## config.mk

```make
export PLATFORM = sky130hd
export DESIGN_NAME = axil_reg_slave_flat
export DESIGN_NICKNAME = d
export VERILOG_FILES = /design/src/rtl/axil_reg_slave_if.sv /design/src/rtl/axil_reg_slave.sv /design/src/flat_wrapper.sv
export SDC_FILE = /design/constraint.sdc
export NUM_CORES = 1
export LEC_CHECK = 0
export ABC_AREA = 1
export CAP_MARGIN = 30
export CORE_MARGIN = 1.5
export CORE_UTILIZATION = 40
export DETAILED_ROUTE_END_ITERATION = 8
export PLACE_DENSITY = 0.55
export SLEW_MARGIN = 20
export SYNTH_ARGS = -nofsm -noshare
export SYNTH_HDL_FRONTEND = slang
export SYNTH_SLANG_ARGS = --single-unit
```

## constraint.sdc

```tcl
create_clock -name aclk -period 2.8 [get_ports aclk]
set_clock_uncertainty 0.05 [all_clocks]
set_input_delay 0.28 -clock aclk [delete_from_list [all_inputs] [get_ports aclk]]
set_output_delay 0.28 -clock aclk [all_outputs]
set_load 0.01 [all_outputs]
```

## src/rtl/axil_reg_slave_if.sv

```systemverilog
// AXI4-Lite bus bundle connecting a master to axil_reg_slave.
// Carries the five channels: AW (awaddr/awvalid/awready), W (wdata/wstrb/
// wvalid/wready), B (bresp/bvalid/bready), AR (araddr/arvalid/arready) and
// R (rdata/rresp/rvalid/rready).
interface axil_reg_slave_if #(
  parameter int unsigned ADDR_WIDTH = 32,
  parameter int unsigned DATA_WIDTH = 32
);
  logic [ADDR_WIDTH-1:0]   awaddr;
  logic                    awvalid;
  logic                    awready;
  logic [DATA_WIDTH-1:0]   wdata;
  logic [DATA_WIDTH/8-1:0] wstrb;
  logic                    wvalid;
  logic                    wready;
  logic [1:0]              bresp;
  logic                    bvalid;
  logic                    bready;
  logic [ADDR_WIDTH-1:0]   araddr;
  logic                    arvalid;
  logic                    arready;
  logic [DATA_WIDTH-1:0]   rdata;
  logic [1:0]              rresp;
  logic                    rvalid;
  logic                    rready;

  modport master (
    output awaddr, awvalid, wdata, wstrb, wvalid, bready, araddr, arvalid, rready,
    input  awready, wready, bresp, bvalid, arready, rdata, rresp, rvalid
  );

  modport slave (
    input  awaddr, awvalid, wdata, wstrb, wvalid, bready, araddr, arvalid, rready,
    output awready, wready, bresp, bvalid, arready, rdata, rresp, rvalid
  );
endinterface

```

## src/rtl/axil_reg_slave.sv

```systemverilog
// AXI4-Lite slave register bank of NUM_REGS DATA_WIDTH-bit registers.
// Ports: aclk (rising-edge clock), aresetn (async active-low reset),
// bus (axil_reg_slave_if.slave: AW/W/B/AR/R channels). All outputs registered.
// Out-of-range accesses answer SLVERR with no register update / zero read data.
module axil_reg_slave #(
  parameter int unsigned           ADDR_WIDTH = 32,
  parameter int unsigned           DATA_WIDTH = 32,
  parameter int unsigned           NUM_REGS   = 16,
  parameter logic [ADDR_WIDTH-1:0] BASE_ADDR  = '0
) (
  input logic              aclk,
  input logic              aresetn,
  axil_reg_slave_if.slave  bus
);

  localparam int unsigned STRB_W = DATA_WIDTH / 8;
  localparam int unsigned LSB    = $clog2(STRB_W);
  localparam int unsigned IDX_W  = $clog2(NUM_REGS);
  localparam logic [1:0]  RESP_OKAY   = 2'b00;
  localparam logic [1:0]  RESP_SLVERR = 2'b10;

  logic [DATA_WIDTH-1:0] regs [NUM_REGS];

  logic                  awready_q, wready_q, arready_q;
  logic                  bvalid_q, rvalid_q;
  logic [1:0]            bresp_q, rresp_q;
  logic [DATA_WIDTH-1:0] rdata_q;
  logic                  aw_held_q, w_held_q;
  logic [ADDR_WIDTH-1:0] aw_addr_q;
  logic [DATA_WIDTH-1:0] w_data_q;
  logic [STRB_W-1:0]     w_strb_q;

  logic                  aw_hs_c, w_hs_c, ar_hs_c;
  logic                  commit_c;
  logic [ADDR_WIDTH-1:0] wr_addr_c;
  logic [DATA_WIDTH-1:0] wr_data_c;
  logic [STRB_W-1:0]     wr_strb_c;
  logic                  wr_ok_c, rd_ok_c;
  logic [IDX_W-1:0]      wr_idx_c, rd_idx_c;
  logic                  aw_held_d, w_held_d, bvalid_d, rvalid_d;

  // Address lies inside the bank (low byte-lane bits ignored).
  function automatic logic in_range(input logic [ADDR_WIDTH-1:0] a);
    logic [ADDR_WIDTH-1:0] off;
    off = a - BASE_ADDR;
    return (a >= BASE_ADDR) && ((off >> (LSB + IDX_W)) == '0);
  endfunction

  // Word index of an address within the bank.
  function automatic logic [IDX_W-1:0] reg_idx(input logic [ADDR_WIDTH-1:0] a);
    logic [ADDR_WIDTH-1:0] off;
    off = a - BASE_ADDR;
    return off[LSB +: IDX_W];
  endfunction

  // Handshakes, commit decision and next-cycle ready/valid values.
  always_comb begin
    aw_hs_c   = bus.awvalid & awready_q;
    w_hs_c    = bus.wvalid & wready_q;
    ar_hs_c   = bus.arvalid & arready_q;
    // Commit as soon as both halves are available, using the fresh beat if
    // it is being accepted this edge, otherwise the held copy.
    commit_c  = (aw_held_q | aw_hs_c) & (w_held_q | w_hs_c);
    wr_addr_c = aw_hs_c ? bus.awaddr : aw_addr_q;
    wr_data_c = w_hs_c ? bus.wdata : w_data_q;
    wr_strb_c = w_hs_c ? bus.wstrb : w_strb_q;
    wr_ok_c   = in_range(wr_addr_c);
    wr_idx_c  = reg_idx(wr_addr_c);
    rd_ok_c   = in_range(bus.araddr);
    rd_idx_c  = reg_idx(bus.araddr);
    aw_held_d = ~commit_c & (aw_held_q | aw_hs_c);
    w_held_d  = ~commit_c & (w_held_q | w_hs_c);
    bvalid_d  = commit_c | (bvalid_q & ~bus.bready);
    rvalid_d  = ar_hs_c | (rvalid_q & ~bus.rready);
  end

  // State, response and register-array update.
  always_ff @(posedge aclk or negedge aresetn) begin
    if (!aresetn) begin
      regs      <= '{default: '0};
      awready_q <= 1'b0;
      wready_q  <= 1'b0;
      arready_q <= 1'b0;
      bvalid_q  <= 1'b0;
      bresp_q   <= RESP_OKAY;
      rvalid_q  <= 1'b0;
      rresp_q   <= RESP_OKAY;
      rdata_q   <= '0;
      aw_held_q <= 1'b0;
      w_held_q  <= 1'b0;
      aw_addr_q <= '0;
      w_data_q  <= '0;
      w_strb_q  <= '0;
    end else begin
      aw_held_q <= aw_held_d;
      w_held_q  <= w_held_d;
      bvalid_q  <= bvalid_d;
      rvalid_q  <= rvalid_d;
      awready_q <= ~aw_held_d & ~bvalid_d;
      wready_q  <= ~w_held_d & ~bvalid_d;
      arready_q <= ~rvalid_d;
      if (aw_hs_c) aw_addr_q <= bus.awaddr;
      if (w_hs_c) begin
        w_data_q <= bus.wdata;
        w_strb_q <= bus.wstrb;
      end
      if (commit_c) begin
        bresp_q <= wr_ok_c ? RESP_OKAY : RESP_SLVERR;
        if (wr_ok_c) begin
          for (int b = 0; b < int'(STRB_W); b++) begin
            if (wr_strb_c[b]) regs[wr_idx_c][8*b +: 8] <= wr_data_c[8*b +: 8];
          end
        end
      end
      // Sampled before this edge's write lands: same-edge read sees old data.
      if (ar_hs_c) begin
        rdata_q <= rd_ok_c ? regs[rd_idx_c] : '0;
        rresp_q <= rd_ok_c ? RESP_OKAY : RESP_SLVERR;
      end
    end
  end

  assign bus.awready = awready_q;
  assign bus.wready  = wready_q;
  assign bus.arready = arready_q;
  assign bus.bvalid  = bvalid_q;
  assign bus.bresp   = bresp_q;
  assign bus.rvalid  = rvalid_q;
  assign bus.rresp   = rresp_q;
  assign bus.rdata   = rdata_q;

endmodule

```

## src/flat_wrapper.sv

```systemverilog
// flat-port wrapper written by rule: the top's interface ports become plain ports
module axil_reg_slave_flat 
#(
  parameter int unsigned           ADDR_WIDTH = 32,
  parameter int unsigned           DATA_WIDTH = 32,
  parameter int unsigned           NUM_REGS   = 16,
  parameter logic [ADDR_WIDTH-1:0] BASE_ADDR  = '0
)
  (aclk, aresetn, bus_awaddr, bus_awvalid, bus_wdata, bus_wstrb, bus_wvalid, bus_bready, bus_araddr, bus_arvalid, bus_rready, bus_awready, bus_wready, bus_bresp, bus_bvalid, bus_arready, bus_rdata, bus_rresp, bus_rvalid);
  axil_reg_slave_if #(.ADDR_WIDTH(ADDR_WIDTH), .DATA_WIDTH(DATA_WIDTH)) bus_i ();
  input logic aclk;
  input logic aresetn;
  input wire logic [$bits(bus_i.awaddr)-1:0] bus_awaddr;
  input wire logic [$bits(bus_i.awvalid)-1:0] bus_awvalid;
  input wire logic [$bits(bus_i.wdata)-1:0] bus_wdata;
  input wire logic [$bits(bus_i.wstrb)-1:0] bus_wstrb;
  input wire logic [$bits(bus_i.wvalid)-1:0] bus_wvalid;
  input wire logic [$bits(bus_i.bready)-1:0] bus_bready;
  input wire logic [$bits(bus_i.araddr)-1:0] bus_araddr;
  input wire logic [$bits(bus_i.arvalid)-1:0] bus_arvalid;
  input wire logic [$bits(bus_i.rready)-1:0] bus_rready;
  output wire logic [$bits(bus_i.awready)-1:0] bus_awready;
  output wire logic [$bits(bus_i.wready)-1:0] bus_wready;
  output wire logic [$bits(bus_i.bresp)-1:0] bus_bresp;
  output wire logic [$bits(bus_i.bvalid)-1:0] bus_bvalid;
  output wire logic [$bits(bus_i.arready)-1:0] bus_arready;
  output wire logic [$bits(bus_i.rdata)-1:0] bus_rdata;
  output wire logic [$bits(bus_i.rresp)-1:0] bus_rresp;
  output wire logic [$bits(bus_i.rvalid)-1:0] bus_rvalid;
  assign bus_i.awaddr = bus_awaddr;
  assign bus_i.awvalid = bus_awvalid;
  assign bus_i.wdata = bus_wdata;
  assign bus_i.wstrb = bus_wstrb;
  assign bus_i.wvalid = bus_wvalid;
  assign bus_i.bready = bus_bready;
  assign bus_i.araddr = bus_araddr;
  assign bus_i.arvalid = bus_arvalid;
  assign bus_i.rready = bus_rready;
  assign bus_awready = bus_i.awready;
  assign bus_wready = bus_i.wready;
  assign bus_bresp = bus_i.bresp;
  assign bus_bvalid = bus_i.bvalid;
  assign bus_arready = bus_i.arready;
  assign bus_rdata = bus_i.rdata;
  assign bus_rresp = bus_i.rresp;
  assign bus_rvalid = bus_i.rvalid;
  axil_reg_slave #(.ADDR_WIDTH(ADDR_WIDTH), .DATA_WIDTH(DATA_WIDTH), .NUM_REGS(NUM_REGS), .BASE_ADDR(BASE_ADDR)) u_core (.aclk(aclk), .aresetn(aresetn), .bus(bus_i));
endmodule
```

==> results of run 1 <==
==> worst max-delay path, stage by stage (launching register included) <==
cell and delay [ns]:
dfrtp_1 0.53, buf_4 0.29, nand3_1 0.11, nand2_1 0.10
nand2_1 0.06, nor2_1 0.17, nand2_1 0.11, nor2_4 0.11
buf_12 0.19, buf_12 0.23, nand4_4 0.24, nand2_1 0.12
nand2_1 0.06
==> cells in the final DEF, fill, tap and decap left out, drive strengths merged <==
cell type	synthesis	layout
nand2	1719	1719
dfrtp	619	619
nand4	577	577
nand3	249	249
buf	152	241
a21oi	176	176
clkdlybuf4s50	0	136
clkbuf	186	112
a22oi	86	86
inv	56	59
nor2	39	39
bufinv	0	7
clkinv	1	7
nor4	6	6
o21ai	6	6
conb	1	2
nor3	1	1
clkinvlp	0	1
dlygate4sd3	0	1
==> worst paths after layout <==
check	start	to	slack (ns)
setup reg to reg	u_core.bus.awready	u_core.regs[358]	0.30
hold reg to reg	u_core.regs[185]	u_core.regs[185]	0.42
max in group asynchronous	aresetn	u_core.regs[128]	1.63
setup / recovery	u_core.bus.awready	u_core.regs[358]	0.30
hold / removal	aresetn	u_core.regs[339]	0.12
min in group aclk	bus_awaddr[10]	u_core.aw_addr_q[10]	0.18
==> logic make-up after synthesis <==
kind of cell	synth area share
AND/OR/NAND/NOR	0.3998
AO/OA/AOI/OAI	0.04952
buffers and inverters	0.05776
other	0.0001193
flip-flops	0.4928
==> report_power, final <==
part           internal, mW  switching (mW)  total, mW
Sequential             9.44           0.146       9.58
Clock                  6.19            3.93       10.1
Combinational          2.39            6.50       8.89
==> metal layers <==
| layer | up-vias | GRT usage | wire (um) | part of all wire |
|---|---|---|---|---|
| met1 | 14090 | 0.3810 | 48320 | 0.45 |
| met3 | 176 | 0.02834 | 6064 | 0.057 |
| met4 | 0 | 0.08356 | 3168 | 0.030 |
| li1 | 13460 | - | - | - |
| met5 | - | 0 | 0 | 0 |
| met2 | 903 | 0.4189 | 49570 | 0.46 |
==> cell type report <==
class | count | area, um^2 | share of cell area
timing repair buffer | 378 | 4254 | 0.1120
clock buffer | 112 | 2258 | 0.05944
sequential | 619 | 15490 | 0.4077
tap | 1040 | 1301 | 0.03425
inverter | 57 | 224.0 | 0.005894
clock inverter | 17 | 276.5 | 0.007277
multi-input combinational | 2861 | 14190 | 0.3735
==> synthesized netlist by cell type, types with 9 or more instances <==
cell,instances
nand2_2,9
nand2_1,1708
inv_1,50
clkbuf_1,186
buf_2,89
buf_6,16
dfrtp_1,619
a21oi_1,176
nand4_1,517
nor2_1,20
nand3_1,249
nand4_4,60
buf_4,27
a22oi_1,86
buf_1,20
nor2_4,17
==> sequential cells by signal, summed over array words and instances (netlist names) <==
register / count
u_core.aw_addr_q: 30
u_core.bus.wready: 1
u_core.w_data_q: 32
u_core.bus.awready: 1
u_core.bus.rvalid: 1
u_core.regs: 512
u_core.bus.rresp: 1
u_core.bus.bvalid: 1
u_core.w_strb_q: 4
u_core.bus.rdata: 32
u_core.bus.arready: 1
u_core.w_held_q: 1
u_core.bus.bresp: 1
u_core.aw_held_q: 1
==> repair_timing <==
action                                 4_1_cts  5_1_grt
hold buffers                                 1        0
endpoints found under the hold margin      149        0
resized for setup                            0        0
buffers inserted                             0        0
==> results.md, run 1 <==
* Ys Warns at 0
* Hold Crit Class: input port to async pin
* Synth Instances at 3874
* Number of sinks on the clock net at 619
* Wirelength per Cell at 21.07 um
* Slew Viols, Final at 0
* P_leak at roughly 19 nW
* Share of cells above drive strength 1 at 0.1128
* DR iter-0 viols at roughly 2800
* Clk buf depth at 3
* Synth async-reset ratio at 1.000
* FMAX at 400.1 MHz
* First-pass iteration count of the detailed router at 5
* FP Rows at between 100 and 150
* Final WS setup at around 0.30 ns
* # IOs at 148
* RSZ-0062 raised after global routing: false
* Max Cap Viol at 0
* Post-synth EDFFs at 0
* H-tree Lvls at 3
* Antenna Cells at 0
* Arr. time, crit path at between 2 and 3 ns
* First-pass GRT wire length at around 170 mm
* Final Cycle Share at 0.8926
* Tmin final at 2.499 ns
* Kind of critical path: flop to flop
* Avg Cell Area, Syn at around 8 um^2
* GRT overflow at 0
* Post-DR vias/cell at 5.631
* Synthesized cell area at 31430 um^2
* Antenna Nets Post-Route at 0
* Largest net degree at the start of global routing at 104
* Total GRT Usage at 0.2650
* Kind of end point of the critical path: flop
* Reg2Reg Depth at 12
* Via count at ~29000
* Pre-CTS WS at 0.03038 ns
* Worst Max-Slew Pin Slew at between 0.6 and 0.7 ns
* Initial Utilization at 0.4051
* CTS root buffer: clkbuf_16
* Layout fillers at roughly 7600
* Die area at 80280 um^2
* Total negative setup slack at 0 ns
* #FFs+latches synth at 619
* Final wirelength at 107.1 mm
* Startpoint Class: flop
* HPWL after detailed placement at 65.94 mm
* CTS tree: yes
* Post-route cell area at 38000 um^2
* Cell Count Post-Placement at about 5000
* Slew margin rel. at 0.5635
* CP max FO at 20
* Final Hold Vio Count at 0
* Placed cell areas at 35450 um^2
* Buffers on Ports at 141
* # DRC at 0
* Final setup vio count at 0
* WP data required at 3.25 ns
* PD cells at 752.4 nW/um^2
* Floorplan core area at around 78000 um^2
* Nets at 4097
* Top_reg_cell synth: dfrtp_1
* Netlist cell types at 25
* Final core utilization at 0.4897
* Chip Width at 283.3 um
* TritonCTS buffer count at 73
* Initial antenna violation count at 0
* Vias in the first global route at 27570
* Final Non-Filler Cells at 5084
* Clk_lat worst skew at 0.62 ns
* Maximum vdd drop at 584.9 uV
* Routability cong. at 0.7977
* Area leader, netlist: dfrtp_1
* Die Ht at between 200 and 300 um
* Status: finished clean
* Post-synthesis sequential area ratio at 0.4928
* Synth area leaders: dfrtp_1 49%, nand2_1 20%, nand4_1 10%, nand4_4 4.1%, nand3_1 4.0%
* Hold Slack at about 0.12 ns
* Area Overhead vs Synth at 20.88%
* Reg clk slew, reported paths at around 0.06 ns
* Final Power at between 20 and 30 mW
* Synth top area share at 0.4928
Note: power is estimated with default switching activity, not from simulation.
==> run 2: changes to the inputs <==
Settings changed: GPL_TIMING_DRIVEN set to 0, SETUP_SLACK_MARGIN set to 0.3.
==> run 2 against run 1 <==
  * Sequential share of layout area down 0.97 points
  * Total power up 1.0%
  * Cell area grew 2.4%
  * Fmax decreased by 3.0%
  * Register-to-register slack gained 0.04 ns
  * Global-route usage increased by 6.5 points
  * Core utilization is 1.2 points higher
  * Final cell count rose by 3.8%
  * Non-clock buffer count rose by 193
  * Combinational power grew 4.8%
==> results.md, run 2 (synthesis results as in run 1) <==
* RSZ-0062 raised after global routing: true
* FF-to-FF setup slack at 0.34 ns (+0.04 ns)
* Kind of end point of the critical path: flop
* Wirelength per Cell at 25.85 um (+23%)
* Sequential cell area at 15490 um^2 (unchanged)
* CTS tree: yes
* Final Non-Filler Cells at 5277 (+3.8%)
* Max Cap Viol at 0 (unchanged)
* Via count at 30600 (+6.9%)
* First-pass iteration count of the detailed router at 6 (+1)
* Routability cong. at 0.9919 (+24%)
* Clk buf depth at 3 (unchanged)
* CTS root buffer: clkbuf_16
* Most common cell after layout, fill and taps aside: nand2_1
* Largest reg by FF count: u_core.regs
* Final wirelength at 136.4 mm (+27%)
* GRT overflow at 0 (unchanged)
* Initial antenna violation count at 2 (+2)
* Multi-input logic area at 14390 um^2 (+1.4%)
* Reg clk slew, reported paths at 0.06 ns (about the same)
* Tmin final at 2.576 ns (+0.07664 ns)
* DR iter-0 viols at 3752 (+36%)
* Commonest cells after routing, fill and taps aside: 1661 x nand2_1, 619 x dfrtp_1, 517 x nand4_1
* Power share of the clock group at 0.345 (-0.009)
* Pre-CTS WS at -0.7105 ns (-0.7409 ns)
* # DRC at 0 (unchanged)
* Share of cells above drive strength 1 at 0.1461 (+0.03333)
* Status: finished clean
* Hold Crit Class: input port to async pin
* H-tree Lvls at 3 (unchanged)
* Number of sinks on the clock net at 619 (unchanged)
* FMAX at 388.2 MHz (-3.0%)
* TritonCTS buffer count at 73 (unchanged)
* Layout fillers at 7627 (+0.70%)
* Post-DR vias/cell at 5.799 (+3.0%)
* HPWL after detailed placement at 99.39 mm (+51%)
* Buffers on Ports at 138 (-2.1%)
* Reg power frac at 0.332 (-0.003)
* Clk_lat worst skew at 0.63 ns (about the same)
* Nets at 4290 (+4.7%)
* Maximum vdd drop at 496.8 uV (-15%)
* Worst Max-Slew Pin Slew at 1.090 ns (+0.4354 ns)
* Initial Utilization at 0.4051 (unchanged)
* Net switching power at 11.45 mW (+8.3%)
* Antenna Cells at 0 (unchanged)
* FP Rows at 102 (unchanged)
* Largest register FFs at 512 (unchanged)
* Arr. time, crit path at 3.08 ns (+0.13 ns)
* Cell Count Post-Placement at 5074 (+2.4%)
* PD cells at 742.0 nW/um^2 (-1.4%)
* Chip Width at 283.3 um (unchanged)
* WP data required at 3.31 ns (+0.06 ns)
* Largest net degree at the start of global routing at 96 (-7.7%)
* # IOs at 148 (unchanged)
* Internal power at 17.43 mW (-3.3%)
* First-pass GRT wire length at 195.6 mm (+16%)
* Area Overhead vs Synth at 23.81%
* Slew margin rel. at 0.2733 (-0.2903)
* Sw Share at 0.3965 (+0.02674)
* P_leak at 19.76 nW (+3.0%)
* Final Cycle Share at 0.9199 (+0.02737)
* Vias in the first global route at 28630 (+3.9%)
* Kind of critical path: input port to flop
* Startpoint Class: input port
* Final WS setup at 0.2242 ns (-0.07664 ns)
* Floorplan core area at 77590 um^2 (unchanged)
* Final Hold Vio Count at 0 (unchanged)
* Final setup vio count at 0 (unchanged)
* Die area at 80280 um^2 (unchanged)
* Slew Viols, Final at 0 (unchanged)
* Total GRT Usage at 0.3302 (+0.06518)
* CP max FO at 10 (-50%)
* Antenna Nets Post-Route at 0 (unchanged)
* Logic pwr share at 0.323 (+0.012)
* Die Ht at 283.3 um (unchanged)
## run 2: metal layers
layer  up-vias  routed length, um  track usage
met5         -                184      0.01488
met3       296              14470      0.07995
li1      13870                  -            -
met4         4               5739       0.1263
met1     14870              56570       0.4597
met2      1561              59470       0.4943
## run 2: repair_timing
item,CTS,global route
hold buffers,2,0
pin swaps,18,29
setup endpoints to repair,575,528
gates cloned,0,15
endpoints found under the hold margin,244,0
buffers inserted,33,23
gates resized for setup,119,284
## run 2: power by group through the flow
stage	clock network [mW]	logic (mW)	registers, mW
floorplan	0	4.50	9.72
global placement	0	7.89	9.78
detailed placement	0	7.99	9.73
CTS	10.0	8.34	9.57
global route	10.4	9.66	9.63
finish	9.97	9.32	9.59
## run 2: per-stage QoR
step / TNS [ns] / total power, mW / utilization / instance area [um^2] / hold slack (ns)
floorplan: 0 / 14.22 / - / 31440 / -0.06559
detailed placement: -187.05 / 17.72 / 0.4448 / 34510 / 0.1628
global placement: - / 17.67 / 0.4397 / 34120 / 0.4031
global route: 0 / 29.67 / 0.5016 / 38920 / 0.1459
finish: 0 / 28.88 / 0.5016 / 38920 / 0.1140
CTS: 0 / 27.95 / 0.4847 / 37610 / 0.1090
## run 2: cell type report
class	instances	share of cell area
sequential	619	0.3980
clock buffer	112	0.05745
inverter	57	0.005530
buffer	337	0.05755
timing repair buffer	234	0.07250
multi-input combinational	2861	0.3698
tap	1040	0.03344
clock inverter	17	0.005755
## run 2: worst paths after layout
check,startpoint,to,depth (start not counted)
setup reg to reg,u_core.bus.wready,u_core.regs[246],8
max in group asynchronous,aresetn,u_core.regs[174],5
hold reg to reg,u_core.regs[166],u_core.regs[166],2
min in group aclk,bus_awaddr[10],u_core.aw_addr_q[10],3
setup / recovery,bus_araddr[3],u_core.bus.rdata[5],11
hold / removal,aresetn,u_core.regs[446],2
## run 2: worst max-delay path: stages
cell	delay (ns)
clkdlybuf4s50_1	0.59
inv_1	0.14
clkbuf_2	0.33
buf_1	0.50
buf_6	0.25
a21oi_1	0.06
a22oi_1	0.34
nand2_1	0.10
nand3_1	0.18
nand3_1	0.18
nand2_1	0.11
